**src/rtl/bus_fabric.sv**
```systemverilog
// Round-robin N-master / M-slave bus fabric with base/mask decode.
// Optional stall watchdog enabled by defining BUS_TIMEOUT_EN.
module bus_fabric #(
    parameter int              NM         = 2,
    parameter int              NS         = 11,
    parameter int              AW         = 32,
    parameter int              DW         = 32,
    parameter logic [NS*AW-1:0] SLAVE_BASE = '0,
    parameter logic [NS*AW-1:0] SLAVE_MASK = '0,
    parameter int              TIMEOUT    = 255
) (
    input  logic                 clk,
    input  logic                 rst_n,
    input  logic [NM-1:0]        m_read,
    input  logic [NM-1:0]        m_write,
    input  logic [NM*AW-1:0]     m_address,
    input  logic [NM*DW-1:0]     m_writedata,
    input  logic [NM*DW/8-1:0]   m_be,
    output logic [NM-1:0]        m_wait,
    output logic [DW-1:0]        m_readdata,
    output logic [NS-1:0]        s_read,
    output logic [NS-1:0]        s_write,
    output logic [AW-1:0]        s_address,
    output logic [DW-1:0]        s_writedata,
    output logic [DW/8-1:0]      s_be,
    input  logic [NS*DW-1:0]     s_readdata,
    input  logic [NS-1:0]        s_wait,
    output logic                 bus_error,
    output logic [NM-1:0]        grant
);

    localparam int BW = DW / 8;
    localparam int GW = (NM > 1) ? $clog2(NM) : 1;
    localparam int SW = (NS > 1) ? $clog2(NS) : 1;

    localparam logic [1:0] S_IDLE = 2'd0;
    localparam logic [1:0] S_XFER = 2'd1;
    localparam logic [1:0] S_DONE = 2'd2;

    logic [1:0]    r_state;
    logic [GW-1:0] r_last;
    logic [GW-1:0] r_gidx;
    logic [NM-1:0] r_grant;
    logic [SW-1:0] r_sel;
    logic [AW-1:0] r_addr;
    logic [DW-1:0] r_wdata;
    logic [BW-1:0] r_be;
    logic [DW-1:0] r_rdata;
    logic [NS-1:0] r_sread;
    logic [NS-1:0] r_swrite;
    logic          r_err;

    logic [NM-1:0] w_req;
    logic          w_any;
    logic [GW-1:0] w_pick;
    logic [AW-1:0] w_maddr;
    logic          w_hit;
    logic [SW-1:0] w_hsel;
    logic          w_sw;
    logic [DW-1:0] w_srd;

`ifdef BUS_TIMEOUT_EN
    localparam int CW = ($clog2(TIMEOUT + 1) > 8) ? $clog2(TIMEOUT + 1) : 8;
    localparam logic [DW-1:0] DEAD = DW'(32'hDEADDEAD);
    logic [CW-1:0] r_cnt;
`endif

    assign w_req = m_read | m_write;
    assign w_any = |w_req;

    // Search starts just after the last served master.
    always_comb begin
        int v;
        logic found;
        w_pick = '0;
        found  = 1'b0;
        for (int k = 1; k <= NM; k++) begin
            v = (int'(r_last) + k) % NM;
            if (!found && w_req[GW'(v)]) begin
                found  = 1'b1;
                w_pick = GW'(v);
            end
        end
    end

    assign w_maddr = m_address[w_pick*AW +: AW];

    // Descending scan so the lowest matching window wins.
    always_comb begin
        w_hit  = 1'b0;
        w_hsel = '0;
        for (int i = NS - 1; i >= 0; i--) begin
            if ((w_maddr & SLAVE_MASK[i*AW +: AW]) == SLAVE_BASE[i*AW +: AW]) begin
                w_hit  = 1'b1;
                w_hsel = SW'(i);
            end
        end
    end

    assign w_sw  = s_wait[r_sel];
    assign w_srd = s_readdata[r_sel*DW +: DW];

    always_ff @(posedge clk) begin
        if (!rst_n) begin
            r_state  <= S_IDLE;
            r_last   <= GW'(NM - 1);
            r_gidx   <= '0;
            r_grant  <= '0;
            r_sel    <= '0;
            r_addr   <= '0;
            r_wdata  <= '0;
            r_be     <= '0;
            r_rdata  <= '0;
            r_sread  <= '0;
            r_swrite <= '0;
            r_err    <= 1'b0;
`ifdef BUS_TIMEOUT_EN
            r_cnt    <= '0;
`endif
        end else begin
            r_err <= 1'b0;
            case (r_state)
                S_IDLE: begin
                    if (w_any) begin
                        r_gidx  <= w_pick;
                        r_grant <= NM'(1) << w_pick;
                        r_addr  <= w_maddr;
                        r_wdata <= m_writedata[w_pick*DW +: DW];
                        r_be    <= m_be[w_pick*BW +: BW];
                        if (w_hit) begin
                            r_sel <= w_hsel;
                            if (m_write[w_pick])
                                r_swrite <= NS'(1) << w_hsel;
                            else
                                r_sread <= NS'(1) << w_hsel;
                            r_state <= S_XFER;
`ifdef BUS_TIMEOUT_EN
                            r_cnt <= '0;
`endif
                        end else begin
                            r_rdata <= '0;
                            r_err   <= 1'b1;
                            r_state <= S_DONE;
                        end
                    end
                end
                S_XFER: begin
                    if (!w_sw) begin
                        r_rdata  <= w_srd;
                        r_sread  <= '0;
                        r_swrite <= '0;
                        r_state  <= S_DONE;
                    end
`ifdef BUS_TIMEOUT_EN
                    else if (r_cnt == CW'(TIMEOUT - 1)) begin
                        r_rdata  <= DEAD;
                        r_sread  <= '0;
                        r_swrite <= '0;
                        r_err    <= 1'b1;
                        r_state  <= S_DONE;
                    end else begin
                        r_cnt <= r_cnt + 1'b1;
                    end
`endif
                end
                S_DONE: begin
                    r_last  <= r_gidx;
                    r_grant <= '0;
                    r_state <= S_IDLE;
                end
                default: r_state <= S_IDLE;
            endcase
        end
    end

    always_comb begin
        m_wait = '1;
        if (r_state == S_DONE)
            m_wait = ~r_grant;
    end

    assign m_readdata  = r_rdata;
    assign s_read      = r_sread;
    assign s_write     = r_swrite;
    assign s_address   = r_addr;
    assign s_writedata = r_wdata;
    assign s_be        = r_be;
    assign bus_error   = r_err;
    assign grant       = r_grant;

endmodule
```
**config.mk**
```make
export PLATFORM = sky130hd
export DESIGN_NAME = bus_fabric
export DESIGN_NICKNAME = d
export VERILOG_FILES = /design/src/rtl/bus_fabric.sv
export SDC_FILE = /design/constraint.sdc
export NUM_CORES = 1
export LEC_CHECK = 0
export ABC_AREA = 1
export ABC_CLOCK_PERIOD_IN_PS = 1300
export CAP_MARGIN = 40
export CORE_AREA = 8 8 242 244
export DETAILED_ROUTE_END_ITERATION = 12
export DIE_AREA = 0 0 250 252
export GPL_TIMING_DRIVEN = 0
export HOLD_SLACK_MARGIN = 0.06
export PLACE_DENSITY = 0.34
export SETUP_SLACK_MARGIN = 0.5
export SYNTH_ARGS = -nofsm -noshare
export SYNTH_HDL_FRONTEND = slang
export SYNTH_SLANG_ARGS = --single-unit
```
**constraint.sdc**
```tcl
create_clock -name clk -period 1.3 [get_ports clk]
set_clock_uncertainty 0.15 [all_clocks]
set_input_delay 0.325 -clock clk [delete_from_list [all_inputs] [get_ports clk]]
set_output_delay 0.325 -clock clk [all_outputs]
set_load 0.02 [all_outputs]
```
## Word-level counts from Yosys, hierarchy flattened

Index checks and enable logic that the tools add are counted.

- Bits in read-only memories: 0
- Output and inout bits: 127
- Latch bits: 0
- Bits in writable memories: 0
- Memories: 0
- Flip-flop bits (word level): 128

- Add/subtract/negate cells: 2
- Divide/modulo/power cells: 0
- Eq/ne operators: 6
- Shift-type cells: 4
- Bitwise operators: 3
- Reduce and logical (&&, ||, !) cells: 12
- Muxes and demuxes: 22
- Multipliers: 0
- Magnitude comparators: 3

Operators by type and width:

| kind | count |
|---|---|
| 64-bit by 7-bit indexed part select with 32-bit output | 2 |
| 11-bit two-way mux | 5 |
| 11-bit case mux with 2 select lines | 2 |
| 1-bit two-way mux | 9 |
| 2-bit two-way mux | 4 |
| 2-bit != test, second input constant | 4 |
| 2-bit case mux with 2 select lines | 2 |
| 2-bit AND reduction | 4 |
| 4-bit AND reduction | 2 |
| 8-bit by 4-bit indexed part select with 4-bit output | 1 |
| 1-bit by 3-bit < comparator with 1-bit output, second input constant | 2 |
| 2-bit nonzero test | 2 |
| 1-bit adder, second input constant | 2 |
| 2-bit by 1-bit equality test with 1-bit output, second input constant | 1 |
| 2-bit equality test, second input constant | 1 |
| 2-bit logical NOT | 1 |
| 1-bit by 2-bit < comparator with 1-bit output, second input constant | 1 |
| 2-bit NOT | 1 |
| 2-bit OR | 1 |
| 2-bit OR reduction | 1 |
| 1-bit by 1-bit << shifter with 2-bit output, first input constant | 1 |
| 1-bit logical AND | 1 |
| 1-bit logical NOT | 1 |
| 1-bit NOT | 1 |

## Logic depth before layout (Yosys ltp)

- Word-level depth: 13
- Mapped depth: 9

## Worst setup path before layout

OpenSTA, ideal clock, no wires.

- Path type: in2reg
- Start point: in m_write[0]
- End point: reg r_wdata[10], in the netlist s_writedata[10]
- Arrival: 1069 ps
- Required time: 1018 ps
- Library setup time: 132 ps
- Stages: 8
- Slack: -52 ps
- Cell sequence: nor2_2 nand2_1 nand2_1 inv_2 buf_4 buf_6 nand2_1 a21oi_1

- Word-level cells in the longest chain between the ends: 8
- Elaborated cells between the ends (all ways): 13
- Those cells by class: 1 x shift; 7 x mux; 1 x bitwise; 4 x reduce/logical

RTL lines:

| item | RTL line | RTL |
|---|---|---|
| start, declared | 15 | `input logic [NM-1:0] m_write,` |
| 2-bit OR (*) | 68 | `assign w_req = m_read \| m_write;` |
| 1-bit two-way mux (not written as such) (2 in a row) | 79 | `if (!found && w_req[GW'(v)]) begin` |
| 1-bit two-way mux | 79 |  |
| 1-bit logical NOT | 79 |  |
| 1-bit logical AND | 79 |  |
| 1-bit two-way mux | 79 |  |
| 64-bit by 7-bit indexed part select with 32-bit output | 128 | `r_wdata <= m_writedata[w_pick*DW +: DW];` |
| end signal, assigned | 128 |  |
| end, declared | 46 | `logic [DW-1:0] r_wdata;` |

Mark *: on every way between the ends. The rest lies on a longest branch, timed or not. The select of a mux whose other input is x is not followed.
A chain may end at the register's enable or synchronous reset.

## Final worst setup path

- Start point: reg r_state[0]
- End point: out m_wait[0]

- Word-level cells in the longest chain between the ends: 2

RTL lines:

| item | RTL line | RTL |
|---|---|---|
| start, declared | 40 | `logic [1:0] r_state;` |
| start signal, assigned | 105 | `r_state <= S_IDLE;` |
| start signal, assigned | 136 | `r_state <= S_XFER;` |
| start signal, assigned | 143 | `r_state <= S_DONE;` |
| 2-bit equality test | 178 | `if (r_state == S_DONE)` |
| 2-bit two-way mux | 178 |  |
| end, declared | 19 | `output logic [NM-1:0] m_wait,` |

No other way between the ends.

==> summary.txt <==
Min Tclk post-route -> 1621 ps
Cells after Synth -> 727
Final nets -> 1636
IO Port Bufs -> 279
Multi-input logic area -> 3207 um2
Fmax -> 616.7 MHz
HP Start -> rst_n
Crit path kind -> register to output port
Die ar. -> 63000 um2
Comb power frac -> 0.394
Endpoints failing setup -> 211
Width of the die -> 250 um
First-pass GRT wire length -> 43440 um
Pins Over Slew Limit -> 0
DRC violations left -> 0
Req. time, crit path -> 820 ps
Layout cells sized above 1 -> 0.5233
Post-Route Utilization -> 0.2193
Worst EP arrival -> 1150 ps
DR vias -> 5981
Critical R2R Launch -> r_state[1]
Failing checks -> negative setup slack
Critical path startpoint category -> register
Fraction of the yosys area taken by sequential cells -> 0.4466
CTS tree -> yes
Std-Cell Rows -> 86
Register bit total from synthesis -> 108
Worst setup margin -> -321.5 ps
Clk slew on worst S/H paths -> 80 ps
Area delta synth->final -> 147.7%
Syn_area_per_cell -> 6.659 um2
Endpoints failing hold -> 0
Hold Path Class -> input pin to register
Post-place setup slack -> -1035 ps
Largest area contributor in the netlist -> dfxtp_1
NetSw -> 3.718 mW
Cts hold-fix bufs -> 0
Max VDD drop -> 0.4621 mV
Unique cell type count in the Yosys netlist -> 18
Crit end category -> output port
Power density cells -> 925.5 nW/um2
Vias per inst -> 3.251
Drt wl/cell -> 16.61 um
Post-DRT Antenna Nets -> 0
YS warnings -> 0
Max-cap violations -> 0
Filler cells -> 6087
Critical path's largest stage delay -> 370 ps
Period utilization -> 1.247
Yosys top cell area share -> 0.4466
Max FO, Critical Path -> 3
Antenna violations before repair -> 5
Mapped Area -> 4841 um2
Top Ports -> 632
RSZ-0062 raised after global routing -> true
Clk network pwr share -> 0.268
Fin area -> 11990 um2
Root buffer cell -> clkbuf_16
Post-DP Area -> 9163 um2
Depth of the CTS H-tree -> 3
Hold depth -> 3
Switching share of power -> 0.3351
DP HPWL -> 21990 um
Slowest CP cell -> dfxtp_4
Initial core utilization -> 0.08856
Core Box Area -> 54660 um2
Latest clock arrival within the worst-skew pair -> 390 ps
CTS buffer count -> 9
Largest net degree at the start of global routing -> 17
Lkg Pwr -> 5.281 nW
Crit-path cells -> inv_2 > nand2_4 > inv_6 > nand2_4 > buf_6
Worst reg-to-reg path cell count -> 9
Reg2reg setup slack -> -310 ps
Top post-synthesis cells by area -> dfxtp_1, nand2_1, a21oi_1
Worst hold endpoint -> m_readdata[1]
Most common cell on crit path -> nand2_4
Status -> finished, violations left
Reg2reg end -> s_address[20]
Reg power frac -> 0.338
Worst-Margin Slew -> 799.7 ps
Clock sinks -> 108
GR Overflow Total -> 0
Final Routed Wirelength -> 30570 um
Total global-route track usage -> 0.09473
Vias in the first global route -> 6142
Initial detailed-routing violation count -> 130
Slew headroom -> 0.4669
Gpl congestion -> 0.7231
CTS Buffer Depth -> 2
Int Power -> 7.378 mW
Register Area -> 2564 um2
First drt pass iteration count -> 4
Die extent in y -> 252 um
## stage by stage
step	TNS (ps)	std cells	hold slack, ps	power (mW)
3_3_place_gp	-90100	1730	306.0	6.553
5_1_grt	-40650	1839	89.36	11.82
6_report	-26070	1840	107.4	11.10
4_1_cts	-34170	1803	66.52	11.06
2_1_floorplan	0	747	277.5	5.004
3_5_place_dp	-92840	1730	311.3	6.550
## worst max path at each step
stage,startpoint,endpoint,slack (ps),depth (start not counted)
floorplan,m_read[0],s_writedata[10],40,8
global placement,m_write[0],s_writedata[11],-1000,9
detailed placement,m_write[0],s_writedata[11],-1040,9
CTS,r_state[0],m_wait[0],-360,5
global route,r_state[1],s_writedata[9],-400,9
finish,r_state[0],m_wait[0],-320,5
## cell families (layout without fill, tap and decap cells)
group	Yosys count	after routing	synth area share
DFF	108	108	0.4466
AOI/OAI and AO/OA	76	76	0.07909
and+or+nand+nor	462	462	0.3709
other	1	22	0.0007747
buffers and inverters	80	468	0.1026
## layout by cell type (no fill, tap or decap), types with 3 or more instances in the layout
cell type	synthesis	final
nand2_2	1	64
dfxtp_4	0	107
dlygate4sd2_1	0	3
clkbuf_1	11	7
buf_6	11	112
nand2_4	0	59
clkdlybuf4s50_1	0	169
inv_2	5	5
clkinv_1	0	3
buf_16	0	18
buf_2	19	5
buf_12	0	23
a21oi_1	74	12
inv_1	8	3
a21oi_2	0	62
conb_1	1	21
nor2_4	1	4
buf_8	0	22
clkbuf_16	0	11
nand3_1	37	22
nand2_1	419	296
buf_4	24	76
nand3_2	0	14
## what timing repair did
action / 4_1_cts / 5_1_grt
setup buffers: 39 / 36
endpoints found under the setup margin: 214 / 214
resized for setup: 882 / 144
pin swaps: 37 / 54
gates cloned: 19 / 0
endpoints found under the hold margin: 0 / 0
## power groups by stage
stage / combinational [mW] / sequential [mW] / clock, mW
5_1_grt: 4.69 / 3.79 / 3.33
6_report: 4.37 / 3.75 / 2.98
3_3_place_gp: 2.80 / 3.75 / 0
3_5_place_dp: 2.79 / 3.76 / 0
2_1_floorplan: 0.927 / 4.08 / 0
4_1_cts: 4.02 / 3.77 / 3.27
## routing by layer
metal | wire, um | share of wire | GRT usage | up-vias
met5 | 53 | 0.0017 | 0 | -
met4 | 256 | 0.0084 | 0.01896 | 8
met3 | 2819 | 0.092 | 0.04785 | 19
met2 | 14370 | 0.47 | 0.1537 | 175
met1 | 13080 | 0.43 | 0.1122 | 2743
li1 | - | - | - | 3036
## state kept, by name (all words and copies together), names as in the netlist
register and flops:
m_readdata 32, s_address 32, s_writedata 32, s_be 4
grant 2, r_state 2, r_gidx 1, r_last 1
s_read 1, s_write 1
## cell usage after synthesis (all sizes together)
master,instances
conb,1
inv,13
nand2,420
clkbuf,11
a21oi,74
nor2,5
o21ai,1
dfxtp,108
o211ai,1
buf,56
nand3,37
## area by class of cell
type,count,share of cell area
Inverter,13,0.006366
Clock inverter,6,0.004696
Tap cell,704,0.07347
Buffer,67,0.06168
Multi-Input combinational cell,559,0.2675
Timing Repair Buffer,373,0.3535
Clock buffer,9,0.01879
Antenna cell,1,0.0002087
Sequential cell,108,0.2138
## critical path, delay by kind of cell, from the launching register on
family	cells	cell delay [ps]
buf+inv	3	270
flops	1	370
simple gates	2	130
(Power assumes the default switching activity.)
